===== src/rtl/boundary_link_rx_pkg.sv =====
// ---------------------------------------------------------------------------
// boundary_link_rx_pkg
// Shared definitions for the partition-boundary link blocks: decoder stage
// codes, the RX state encoding (also meant for the future tx block) and a
// small sizing helper.
// ---------------------------------------------------------------------------
package boundary_link_rx_pkg;

    localparam int STAGE_WIDTH = 3;

    localparam logic [STAGE_WIDTH-1:0] STAGE_IDLE                = 3'd0;
    localparam logic [STAGE_WIDTH-1:0] STAGE_MEASUREMENT_LOADING = 3'd1;
    localparam logic [STAGE_WIDTH-1:0] STAGE_DECODING            = 3'd2;

    typedef enum logic [1:0] {
        RX_IDLE     = 2'd0,
        RX_ASSEMBLE = 2'd1,
        RX_DELIVER  = 2'd2
    } rx_state_t;

    // Number of whole flits needed to carry a message of the given width.
    function automatic int ceil_div(input int num, input int den);
        return (num + den - 1) / den;
    endfunction

endpackage


===== src/rtl/boundary_link_rx_if.sv =====
// ---------------------------------------------------------------------------
// boundary_link_rx_if
// Bundles the incoming flit channel and the per-link FIFO delivery bus.
//   rx_flit_data/sof/valid  : flit stream from the boundary channel
//   rx_flit_ready           : receiver can take a flit this cycle
//   fifo_input_data/valid   : per-link one-beat delivery, link i at slice i
//   fifo_input_ready        : per-link accept
// Modport slave is the receiver's view, master is the channel/FIFO side.
// ---------------------------------------------------------------------------
interface boundary_link_rx_if #(
    parameter int NUM_LINKS      = 8,
    parameter int FLIT_WIDTH     = 8,
    parameter int FIFO_DATA_SIZE = 10
);
    logic [FLIT_WIDTH-1:0]                rx_flit_data;
    logic                                 rx_flit_sof;
    logic                                 rx_flit_valid;
    logic                                 rx_flit_ready;
    logic [NUM_LINKS*FIFO_DATA_SIZE-1:0]  fifo_input_data;
    logic [NUM_LINKS-1:0]                 fifo_input_valid;
    logic [NUM_LINKS-1:0]                 fifo_input_ready;

    modport slave (
        input  rx_flit_data, rx_flit_sof, rx_flit_valid,
        output rx_flit_ready,
        output fifo_input_data, fifo_input_valid,
        input  fifo_input_ready
    );

    modport master (
        output rx_flit_data, rx_flit_sof, rx_flit_valid,
        input  rx_flit_ready,
        input  fifo_input_data, fifo_input_valid,
        output fifo_input_ready
    );
endinterface


===== src/rtl/boundary_link_rx_flit_deserializer.sv =====
// ---------------------------------------------------------------------------
// flit_deserializer
// Slot register that rebuilds a message from flits (flit 0 = LSBs) plus the
// count of flits stored so far.
//   clk, reset   : clock, asynchronous active-low reset
//   clear        : drop the flit count (stage flush)
//   load_first   : store flit_in as flit 0, count becomes 1
//   load_next    : store flit_in at slot count, count increments
//   flit_in      : flit payload
//   msg_out      : message image including any flit loaded this cycle, so
//                  the caller can decode the complete message on the edge
//                  that accepts the last flit
//   count        : flits currently stored
// ---------------------------------------------------------------------------
module flit_deserializer #(
    parameter int FLIT_WIDTH  = 8,
    parameter int MSG_WIDTH   = 13,
    parameter int NUM_FLITS   = 2,
    parameter int COUNT_WIDTH = 2
) (
    input  logic                   clk,
    input  logic                   reset,
    input  logic                   clear,
    input  logic                   load_first,
    input  logic                   load_next,
    input  logic [FLIT_WIDTH-1:0]  flit_in,
    output logic [MSG_WIDTH-1:0]   msg_out,
    output logic [COUNT_WIDTH-1:0] count
);
    logic [MSG_WIDTH-1:0]   msg_q;
    logic [MSG_WIDTH-1:0]   msg_next;
    logic [COUNT_WIDTH-1:0] count_q;
    logic [COUNT_WIDTH-1:0] count_next;

    // Build the next slot image bit by bit; bits of the last flit beyond
    // MSG_WIDTH simply have no destination and are dropped.
    always_comb begin
        msg_next   = msg_q;
        count_next = count_q;
        if (clear) begin
            count_next = '0;
        end else if (load_first) begin
            msg_next = '0;
            for (int b = 0; b < FLIT_WIDTH && b < MSG_WIDTH; b++) begin
                msg_next[b] = flit_in[b];
            end
            count_next = COUNT_WIDTH'(1);
        end else if (load_next) begin
            for (int b = 0; b < MSG_WIDTH; b++) begin
                if (COUNT_WIDTH'(b / FLIT_WIDTH) == count_q) begin
                    msg_next[b] = flit_in[b % FLIT_WIDTH];
                end
            end
            count_next = count_q + 1'b1;
        end
    end

    // Slot register and flit counter.
    always_ff @(posedge clk or negedge reset) begin
        if (!reset) begin
            msg_q   <= '0;
            count_q <= '0;
        end else begin
            msg_q   <= msg_next;
            count_q <= count_next;
        end
    end

    assign msg_out = msg_next;
    assign count   = count_q;

endmodule


===== src/rtl/boundary_link_rx.sv =====
// ---------------------------------------------------------------------------
// boundary_link_rx
// Receive end of the inter-partition link. Reassembles flits into
// {link_id, growth, exposed_data} and hands {growth, exposed_data} to the
// addressed neighbour link as a held one-hot valid/data beat.
//   clk, reset      : clock, asynchronous active-low reset
//   global_stage    : decoder stage; measurement loading flushes the block
//   bus (slave)     : flit channel in, per-link FIFO delivery out
//   framing_error   : sticky, sof/non-sof protocol violation seen
//   bad_link_error  : sticky, decoded link_id >= NUM_LINKS
//   msg_count       : delivered messages, saturating
// ---------------------------------------------------------------------------
module boundary_link_rx
    import boundary_link_rx_pkg::*;
#(
    parameter int ADDRESS_WIDTH = 6,
    parameter int NUM_LINKS     = 8,
    parameter int FLIT_WIDTH    = 8
) (
    input  logic                   clk,
    input  logic                   reset,
    input  logic [STAGE_WIDTH-1:0] global_stage,
    boundary_link_rx_if.slave      bus,
    output logic                   framing_error,
    output logic                   bad_link_error,
    output logic [15:0]            msg_count
);
    localparam int FIFO_DATA_SIZE = ADDRESS_WIDTH + 4;
    localparam int LINK_ID_WIDTH  = (NUM_LINKS > 1) ? $clog2(NUM_LINKS) : 1;
    localparam int MSG_WIDTH      = LINK_ID_WIDTH + FIFO_DATA_SIZE;
    localparam int NUM_FLITS      = ceil_div(MSG_WIDTH, FLIT_WIDTH);
    localparam int COUNT_WIDTH    = $clog2(NUM_FLITS + 1);
    localparam int DATA_WIDTH     = NUM_LINKS * FIFO_DATA_SIZE;

    rx_state_t                state;
    rx_state_t                next_state;
    logic                     flush;
    logic                     accept;
    logic                     load_first;
    logic                     load_next;
    logic                     complete;
    logic                     start_delivery;
    logic                     delivered;
    logic                     set_framing;
    logic                     set_bad;
    logic [COUNT_WIDTH-1:0]   count;
    logic [MSG_WIDTH-1:0]     msg;
    logic [LINK_ID_WIDTH-1:0] link_id;
    logic [LINK_ID_WIDTH-1:0] link_q;
    logic [NUM_LINKS-1:0]     valid_q;
    logic [DATA_WIDTH-1:0]    data_q;

    // During measurement loading the channel is drained, so ready stays high.
    assign flush             = (global_stage == STAGE_MEASUREMENT_LOADING);
    assign bus.rx_flit_ready = flush || (state != RX_DELIVER);
    assign accept            = bus.rx_flit_valid && bus.rx_flit_ready;
    assign link_id           = msg[MSG_WIDTH-1 -: LINK_ID_WIDTH];

    flit_deserializer #(
        .FLIT_WIDTH (FLIT_WIDTH),
        .MSG_WIDTH  (MSG_WIDTH),
        .NUM_FLITS  (NUM_FLITS),
        .COUNT_WIDTH(COUNT_WIDTH)
    ) u_deser (
        .clk       (clk),
        .reset     (reset),
        .clear     (flush),
        .load_first(load_first),
        .load_next (load_next),
        .flit_in   (bus.rx_flit_data),
        .msg_out   (msg),
        .count     (count)
    );

    // Next-state logic. A sof always (re)starts a message; a stray non-sof
    // in IDLE is dropped. Once the last flit lands, the link id decides
    // between delivering and discarding the message.
    always_comb begin
        next_state     = state;
        load_first     = 1'b0;
        load_next      = 1'b0;
        complete       = 1'b0;
        start_delivery = 1'b0;
        delivered      = 1'b0;
        set_framing    = 1'b0;
        set_bad        = 1'b0;
        if (flush) begin
            next_state = RX_IDLE;
        end else begin
            case (state)
                RX_IDLE: begin
                    if (accept) begin
                        if (bus.rx_flit_sof) begin
                            load_first = 1'b1;
                            complete   = (NUM_FLITS == 1);
                            next_state = RX_ASSEMBLE;
                        end else begin
                            set_framing = 1'b1;
                        end
                    end
                end
                RX_ASSEMBLE: begin
                    if (accept) begin
                        if (bus.rx_flit_sof) begin
                            set_framing = 1'b1;
                            load_first  = 1'b1;
                            complete    = (NUM_FLITS == 1);
                        end else begin
                            load_next = 1'b1;
                            complete  = (count == COUNT_WIDTH'(NUM_FLITS - 1));
                        end
                    end
                end
                RX_DELIVER: begin
                    if (bus.fifo_input_ready[link_q]) begin
                        delivered  = 1'b1;
                        next_state = RX_IDLE;
                    end
                end
                default: next_state = RX_IDLE;
            endcase
            if (complete) begin
                if (int'(link_id) >= NUM_LINKS) begin
                    set_bad    = 1'b1;
                    next_state = RX_IDLE;
                end else begin
                    start_delivery = 1'b1;
                    next_state     = RX_DELIVER;
                end
            end
        end
    end

    // State register.
    always_ff @(posedge clk or negedge reset) begin
        if (!reset) begin
            state <= RX_IDLE;
        end else begin
            state <= next_state;
        end
    end

    // Delivery strobe and data are registered and held until the addressed
    // link accepts; every slice other than the target reads zero.
    always_ff @(posedge clk or negedge reset) begin
        if (!reset) begin
            valid_q <= '0;
            data_q  <= '0;
            link_q  <= '0;
        end else if (flush || delivered) begin
            valid_q <= '0;
            data_q  <= '0;
        end else if (start_delivery) begin
            valid_q <= NUM_LINKS'(1) << link_id;
            data_q  <= DATA_WIDTH'(msg[FIFO_DATA_SIZE-1:0]) << (int'(link_id) * FIFO_DATA_SIZE);
            link_q  <= link_id;
        end
    end

    // Sticky error flags and saturating delivery counter; only reset clears.
    always_ff @(posedge clk or negedge reset) begin
        if (!reset) begin
            framing_error  <= 1'b0;
            bad_link_error <= 1'b0;
            msg_count      <= '0;
        end else begin
            if (set_framing) framing_error <= 1'b1;
            if (set_bad) bad_link_error <= 1'b1;
            if (delivered && (msg_count != 16'hFFFF)) msg_count <= msg_count + 16'd1;
        end
    end

    assign bus.fifo_input_valid = valid_q;
    assign bus.fifo_input_data  = data_q;

endmodule


===== src/flat_wrapper.sv =====
// flat-port wrapper written by rule: the top's interface ports become plain ports
module boundary_link_rx_flat import boundary_link_rx_pkg::*;
#(
    parameter int ADDRESS_WIDTH = 6,
    parameter int NUM_LINKS     = 8,
    parameter int FLIT_WIDTH    = 8
)
  (clk, reset, global_stage, framing_error, bad_link_error, msg_count, bus_rx_flit_data, bus_rx_flit_sof, bus_rx_flit_valid, bus_rx_flit_ready, bus_fifo_input_data, bus_fifo_input_valid, bus_fifo_input_ready);
  boundary_link_rx_if #(.NUM_LINKS(NUM_LINKS), .FLIT_WIDTH(FLIT_WIDTH), .FIFO_DATA_SIZE((10))) bus_i ();
  input  logic clk;
  input  logic reset;
  input  logic [STAGE_WIDTH-1:0] global_stage;
  output logic framing_error;
  output logic bad_link_error;
  output logic [15:0] msg_count;
  input wire logic [$bits(bus_i.rx_flit_data)-1:0] bus_rx_flit_data;
  input wire logic [$bits(bus_i.rx_flit_sof)-1:0] bus_rx_flit_sof;
  input wire logic [$bits(bus_i.rx_flit_valid)-1:0] bus_rx_flit_valid;
  output wire logic [$bits(bus_i.rx_flit_ready)-1:0] bus_rx_flit_ready;
  output wire logic [$bits(bus_i.fifo_input_data)-1:0] bus_fifo_input_data;
  output wire logic [$bits(bus_i.fifo_input_valid)-1:0] bus_fifo_input_valid;
  input wire logic [$bits(bus_i.fifo_input_ready)-1:0] bus_fifo_input_ready;
  assign bus_i.rx_flit_data = bus_rx_flit_data;
  assign bus_i.rx_flit_sof = bus_rx_flit_sof;
  assign bus_i.rx_flit_valid = bus_rx_flit_valid;
  assign bus_rx_flit_ready = bus_i.rx_flit_ready;
  assign bus_fifo_input_data = bus_i.fifo_input_data;
  assign bus_fifo_input_valid = bus_i.fifo_input_valid;
  assign bus_i.fifo_input_ready = bus_fifo_input_ready;
  boundary_link_rx #(.ADDRESS_WIDTH(ADDRESS_WIDTH), .NUM_LINKS(NUM_LINKS), .FLIT_WIDTH(FLIT_WIDTH)) u_core (.clk(clk), .reset(reset), .global_stage(global_stage), .bus(bus_i), .framing_error(framing_error), .bad_link_error(bad_link_error), .msg_count(msg_count));
endmodule

===== config.mk =====
export PLATFORM = sky130hd
export DESIGN_NAME = boundary_link_rx_flat
export DESIGN_NICKNAME = d
export VERILOG_FILES = /design/src/rtl/boundary_link_rx_pkg.sv /design/src/rtl/boundary_link_rx_if.sv /design/src/rtl/boundary_link_rx_flit_deserializer.sv /design/src/rtl/boundary_link_rx.sv /design/src/flat_wrapper.sv
export SDC_FILE = /design/constraint.sdc
export NUM_CORES = 1
export LEC_CHECK = 0
export BUFFER_PORTS_ARGS = -buffer_cell sky130_fd_sc_hd__buf_4
export CAP_MARGIN = 5
export CORE_MARGIN = 3
export CORE_UTILIZATION = 55
export CTS_CLUSTER_SIZE = 28
export DETAILED_ROUTE_END_ITERATION = 6
export PLACE_DENSITY = 0.85
export RECOVER_POWER = 25
export SLEW_MARGIN = 30
export SYNTH_ARGS = -nofsm -noshare
export SYNTH_HDL_FRONTEND = slang
export SYNTH_SLANG_ARGS = --single-unit
export TNS_END_PERCENT = 100

===== constraint.sdc =====
create_clock -name clk -period 4.78 [get_ports clk]
set_input_delay 0.239 -clock clk [delete_from_list [all_inputs] [get_ports clk]]
set_output_delay 0.239 -clock clk [all_outputs]
set_load 0.01 [all_outputs]

Word level (Yosys, flattened, before mapping)
Index checks and enable logic that the tools add are counted.
Word-level totals
  register bits: 125
  latch bits: 0
  RAM bits: 0
  memory bits (read-only): 0
  bits of input ports: 23
  output and inout bits: 107
  word-level logic and storage cells: 87
  memories kept: 0
Cells by class
  $add $sub $neg: 2
  multiply operators: 1
  div/mod/pow operators: 0
  order comparisons: 1
  equal/unequal tests: 11
  shifts and indexed selects: 2
  mux-type cells: 50
  bitwise operators: 1
  reduce and logical (&&, ||, !) cells: 11
Operators with widths (number)
  $mux 80: 2
  $shl 10x32->80: 1
  $mux 13: 3
  $mux 1: 32
  $add 16x1->16 const B: 1
  $mux 2: 8
  $mux 8: 2
  $ne 16x16->1 const B: 1
  $ne 4x1->1 const B: 2
  $shl 1x3->8 const A: 1
  $mul 3x3->6 const B: 1
  $pmux 2 s3: 1
  $eq 2x1->1 const B: 2
  $logic_not 2->1: 2
  $lt 3x4->1 const B: 1
  $ne 4x2->1 const B: 1
  $reduce_and 4->1: 1
  $bmux 1 s3: 1
  $eq 3x1->1 const B: 1
  $ne 3x1->1 const B: 1
  $reduce_bool 3->1: 1
  $add 2x1->2 const B: 1
  $eq 1x2->1 const A: 1
  $eq 2x2->1 const B: 1
  8 further kinds: 10

Depth between registers and ports, before layout
  depth in word-level cells: 13
  gate-level depth with buffers: 21
  mapped depth without buffers: 15

Cells and area by module
Synthesis repeated with hierarchy kept, for this count alone.
Unflattened totals
  cells, all modules: 561
  area, all modules: 5903.2 µm²
Modules (own cells, without submodules)
  boundary_link_rx: times used 1, cells each 510, area an instance 5207.5 µm², sequential area each 2752.6 µm²
  flit_deserializer: times used 1, cells each 51, area an instance 695.7 µm², sequential area each 375.4 µm²

Least setup slack after synthesis
Ideal clock, no wire load.
  kind: reg2reg
  start: reg u_core.u_deser.count_q[0] (netlist: u_core.u_deser.count[0])
  end: reg u_core.data_q[41] (netlist: u_core.bus.fifo_input_data[41])
  library setup time: 0.095 ns
  arrival time: 3.834 ns
  data required time: 4.685 ns
  path slack: 0.851 ns
  cell stages (with the launch flop): 21
  path buffers: 6
  period minus slack after synthesis: 3.929 ns
  path through: dfrtp_1 ha_1 and3b_1 buf_2 nand4_1 and3_1 buf_2 buf_2 buf_2 inv_1 ha_1 and2_1 ha_1 clkbuf_1 nand2b_1 nor4_1 clkbuf_1 nand4_1 o21ai_1 inv_1 o31ai_1
On the way
  longest elaborated chain between the ends: 9
  elaborated cells on any way between the ends: 25
  classes of those cells: 1 x mul; 2 x eq/ne; 1 x shift; 19 x mux; 2 x reduce/logical
Ends and longest elaborated chain
  from (decl): RTL line boundary_link_rx_flit_deserializer.sv:32  | logic [COUNT_WIDTH-1:0] count_q;
  from (signal assigned): RTL line boundary_link_rx_flit_deserializer.sv:65  | count_q <= count_next;
  $eq 1x2->1: RTL line boundary_link_rx_flit_deserializer.sv:50, boundary_link_rx.sv:110
  $mux 1: RTL line boundary_link_rx_flit_deserializer.sv:50  | if (COUNT_WIDTH'(b / FLIT_WIDTH) == count_q) begin
  $mux 13: RTL line boundary_link_rx_flit_deserializer.sv:48  | end else if (load_next) begin
  $mux 13: RTL line boundary_link_rx_flit_deserializer.sv:42  | end else if (load_first) begin
  $mux 13: RTL line boundary_link_rx_flit_deserializer.sv:40  | if (clear) begin
  $mul 3x3->6: RTL line boundary_link_rx.sv:155  | data_q <= DATA_WIDTH'(msg[FIFO_DATA_SIZE-1:0]) << (int'(link_id) * FIFO_DATA_SIZE);
  $shl 10x32->80: RTL line boundary_link_rx.sv:155
  $mux 80: RTL line boundary_link_rx.sv:153  | end else if (start_delivery) begin
  $mux 80: RTL line boundary_link_rx.sv:150  | end else if (flush || delivered) begin
  to (signal assigned): RTL line boundary_link_rx.sv:155
  to (decl): RTL line boundary_link_rx.sv:51  | logic [DATA_WIDTH-1:0] data_q;
Several ways; a longest one is shown, not always the timed one. The select of a mux whose other input is x is not followed.
A chain may end at the register's enable or synchronous reset.

Worst setup path in the final report
  start: reg u_core.u_deser.count_q[0] (netlist: u_core.u_deser.count[0])
  end: reg u_core.data_q[28] (netlist: u_core.bus.fifo_input_data[28])
The elaborated chain is that of the path after synthesis.

==> results.cfg <==
[timing]
drv_slew = 74
tightest_slew_ps = 3360
fin_skew_ps = 16.6
fin_tns_setup_ps = 0
min_period_over_period_pct = 83.7
fin_crit_ps = 4000
holdWs_ps = 132
slew_headroom_pct = -124
finalSetupViolations = 0
clock.fmax_ghz = 0.250
rsz0062_at_grt = no
finalHoldViolCount = 0

[clock_network]
cts_tree = yes
cts_max_level = 4
cts.sinks = 125
clock_latency_ps = 420
clk_pin_slew_worst_paths_ps = 60
clock_path_buffers = 2
clock-root-buffer = clkbuf_16
post_cts_buffers = 0
numCtsBuffers = 17
cts_resized = 0

[synth]
synth_area_sq_um = 6210
ys_warn_count = 0
syn_nets = 611
synth_cell_types = 74
synthArstFlopShare_pct = 100
postSynthAreaPerCell_sq_um = 10.7
synth_edf_count = 0
syn_inst = 582
yosysSeqAreaShare_pct = 50.4
synth-main-ff-cell = dfrtp_1
synth-seq-cells = 125

[cells_and_area]
nets = 733
num_antenna_cells = 0
fin_util_pct = 71.3
drive_gt1_share_pct = 25.5
synthToLayoutAreaGrowth_pct = 25.6

[die]
ioPinCount = 130
start_util_pct = 56.8
core_area_sq_um = 10900
die-area_sq_um = 12600
rows = 38
die_h_um = 112
die_w_um = 112

[grt]
grt_usage_pct = 31.8
grt_max_degree = 74
grt_pass1_wl_mm = 31.5
antenna_found_initial = 0
grt_pass1_vias = 5723
gr-total-overflow = 0

[detailed_routing]
routed_wl_mm = 19.6
dr.pass1.iters = 5
dr_total_vias = 5598
antenna_left = 0
drt-initial-drc-count = 620
wire_per_inst_um = 22.8
via_per_inst = 6.53
drc = 0

[placement]
post-dp-hpwl_mm = 13.9
place.gp.congestion = 0.928
port-buffer-count = 128

[setup_path]
critPathKind = register to register
crit_required_ps = 5110
startpoint_type = register
critical-path-top-delay-family = simple AND/OR/NAND/NOR gates
critical_path_arrival_ps = 4330
cp_num_buf_inv = 2
crit_slowest_cell = mux2i_2
cp_slowest_stage_delay_ps = 500
cp-end-kind = register
cp_cell_sequence = ha_1 -> and3b_1 -> nand4_1 -> and3_1 -> inv_1 -> ha_1 -> and2_1 -> ha_1 -> buf_4 -> nor2_1 -> and4_1 -> nand2_1 -> mux2i_2 -> nand2_1 -> o21ai_0
worstPathMaxFanout = 12
path_common_cell = ha_1

[job]
maxCapViolCount = 1

[pwr]
ir_drop_uv = 341
p_leak_nw = 3.55
power_density_nw_per_um2 = 577

[run_status]
outcome = finished, violations left
violations = max-capacitance violations, max-slew violations

[min_path]
hp-class = input port to register
==> cells in the mapped netlist (7+ instances only) <==
cell / count / area (sq um)
a22oi_1: 15 / 113
inv_1: 16 / 60.1
nand3_1: 14 / 70.1
mux2_2: 8 / 90.1
xnor2_1: 13 / 114
mux2i_1: 16 / 160
buf_2: 16 / 80.1
nand2_1: 61 / 229
a32oi_1: 33 / 289
a21oi_1: 11 / 55.1
clkbuf_1: 16 / 60.1
a22o_1: 17 / 149
o31ai_1: 11 / 82.6
nand4_1: 11 / 68.8
nor2_1: 21 / 78.8
dfrtp_1: 125 / 3130
a32o_1: 9 / 90.1
o21ai_1: 7 / 35.0
o21ai_0: 45 / 225
==> per-layer routing <==
layer	GRT usage, %	share of wire [%]	up-vias
met5	0	0	-
met4	15.4	4.1	0
met3	6.68	7.9	69
met2	50.0	47	337
met1	42.3	41	2736
li1	-	-	2456
==> worst reg2reg max path, delay by kind of cell (launching register included) <==
kind	cells	cell delay, ps
compound gates	1	210
fa+ha+maj	3	740
simple gates	8	1810
flops	1	410
buf+inv	2	260
mux	1	500
==> sequential cells by signal (all words and copies together), names as in the netlist <==
register	flops
u_core.framing_error	1
u_core.link_q	3
u_core.u_deser.msg_q	13
u_core.u_deser.count	2
u_core.state	2
u_core.bus.fifo_input_data	80
u_core.msg_count	16
u_core.bus.fifo_input_valid	8
==> worst paths after layout <==
kind | startpoint | end | slack (ps) | cells past startpoint
setup / recovery | u_core.u_deser.count[0] | u_core.bus.fifo_input_data[28] | 780 | 15
hold / removal | bus_rx_flit_data[2] | u_core.link_q[0] | 130 | 3
setup reg to reg | u_core.u_deser.count[0] | u_core.bus.fifo_input_data[28] | 780 | 15
hold reg to reg | u_core.bus.fifo_input_data[7] | u_core.bus.fifo_input_data[7] | 480 | 2
max in group asynchronous | reset | u_core.bus.fifo_input_data[32] | 1040 | 3
min in group asynchronous | reset | u_core.u_deser.msg_q[11] | 1690 | 2
==> through the flow <==
stage          power, W  cells  instance area [sq um]  setup slack, ps
2_1_floorplan   0.00252    582                   6210              851
3_3_place_gp    0.00317    824                   7260              946
3_5_place_dp    0.00319    824                   7260              828
4_1_cts         0.00447    857                   7850              884
5_1_grt         0.00469    857                   7790              383
6_report        0.00450    857                   7790              779
==> kinds of logic after synthesis <==
logic type      synth area share, %
compound gates                 21.9
xor+xnor                       2.26
fa+ha+maj                      1.21
buf+inv                        4.13
flops                          50.4
mux                            5.81
other cells                  0.0604
simple gates                   14.2
==> layout by cell type (no fill, tap or decap), types with 13 or more instances in the layout <==
cell type and instances:
dfrtp_1 125, o21ai_0 45, buf_4 123, nand3_1 14
inv_1 16, a32oi_1 33, a22o_1 17, clkbuf_16 17
nor2_1 21, xnor2_1 13, clkbuf_1 21, a22oi_1 15
mux2i_1 16, nand2_1 61
==> layout make-up <==
| cell class | instances | area (sq um) |
|---|---|---|
| fillers | 807 | 3140 |
| flip-flops and latches | 125 | 3130 |
| multi-input cells | 401 | 2840 |
| repair buffers | 142 | 1010 |
| clock buffers | 23 | 468 |
| well taps | 140 | 175 |
| clock inverters | 9 | 113 |
| inverters | 17 | 63.8 |
==> what timing repair did <==
action,4_1_cts,5_1_grt
endpoints found under the setup margin,0,0
endpoints found under the hold margin,38,0
hold buffers,1,0
==> power by group <==
part           internal (W)  leakage (nW)  switching (W)
Combinational      0.000595          1.58        0.00129
Clock              0.000795         0.270       0.000469
Sequential          0.00122          1.70       0.000125
(Power assumes the default switching activity.)
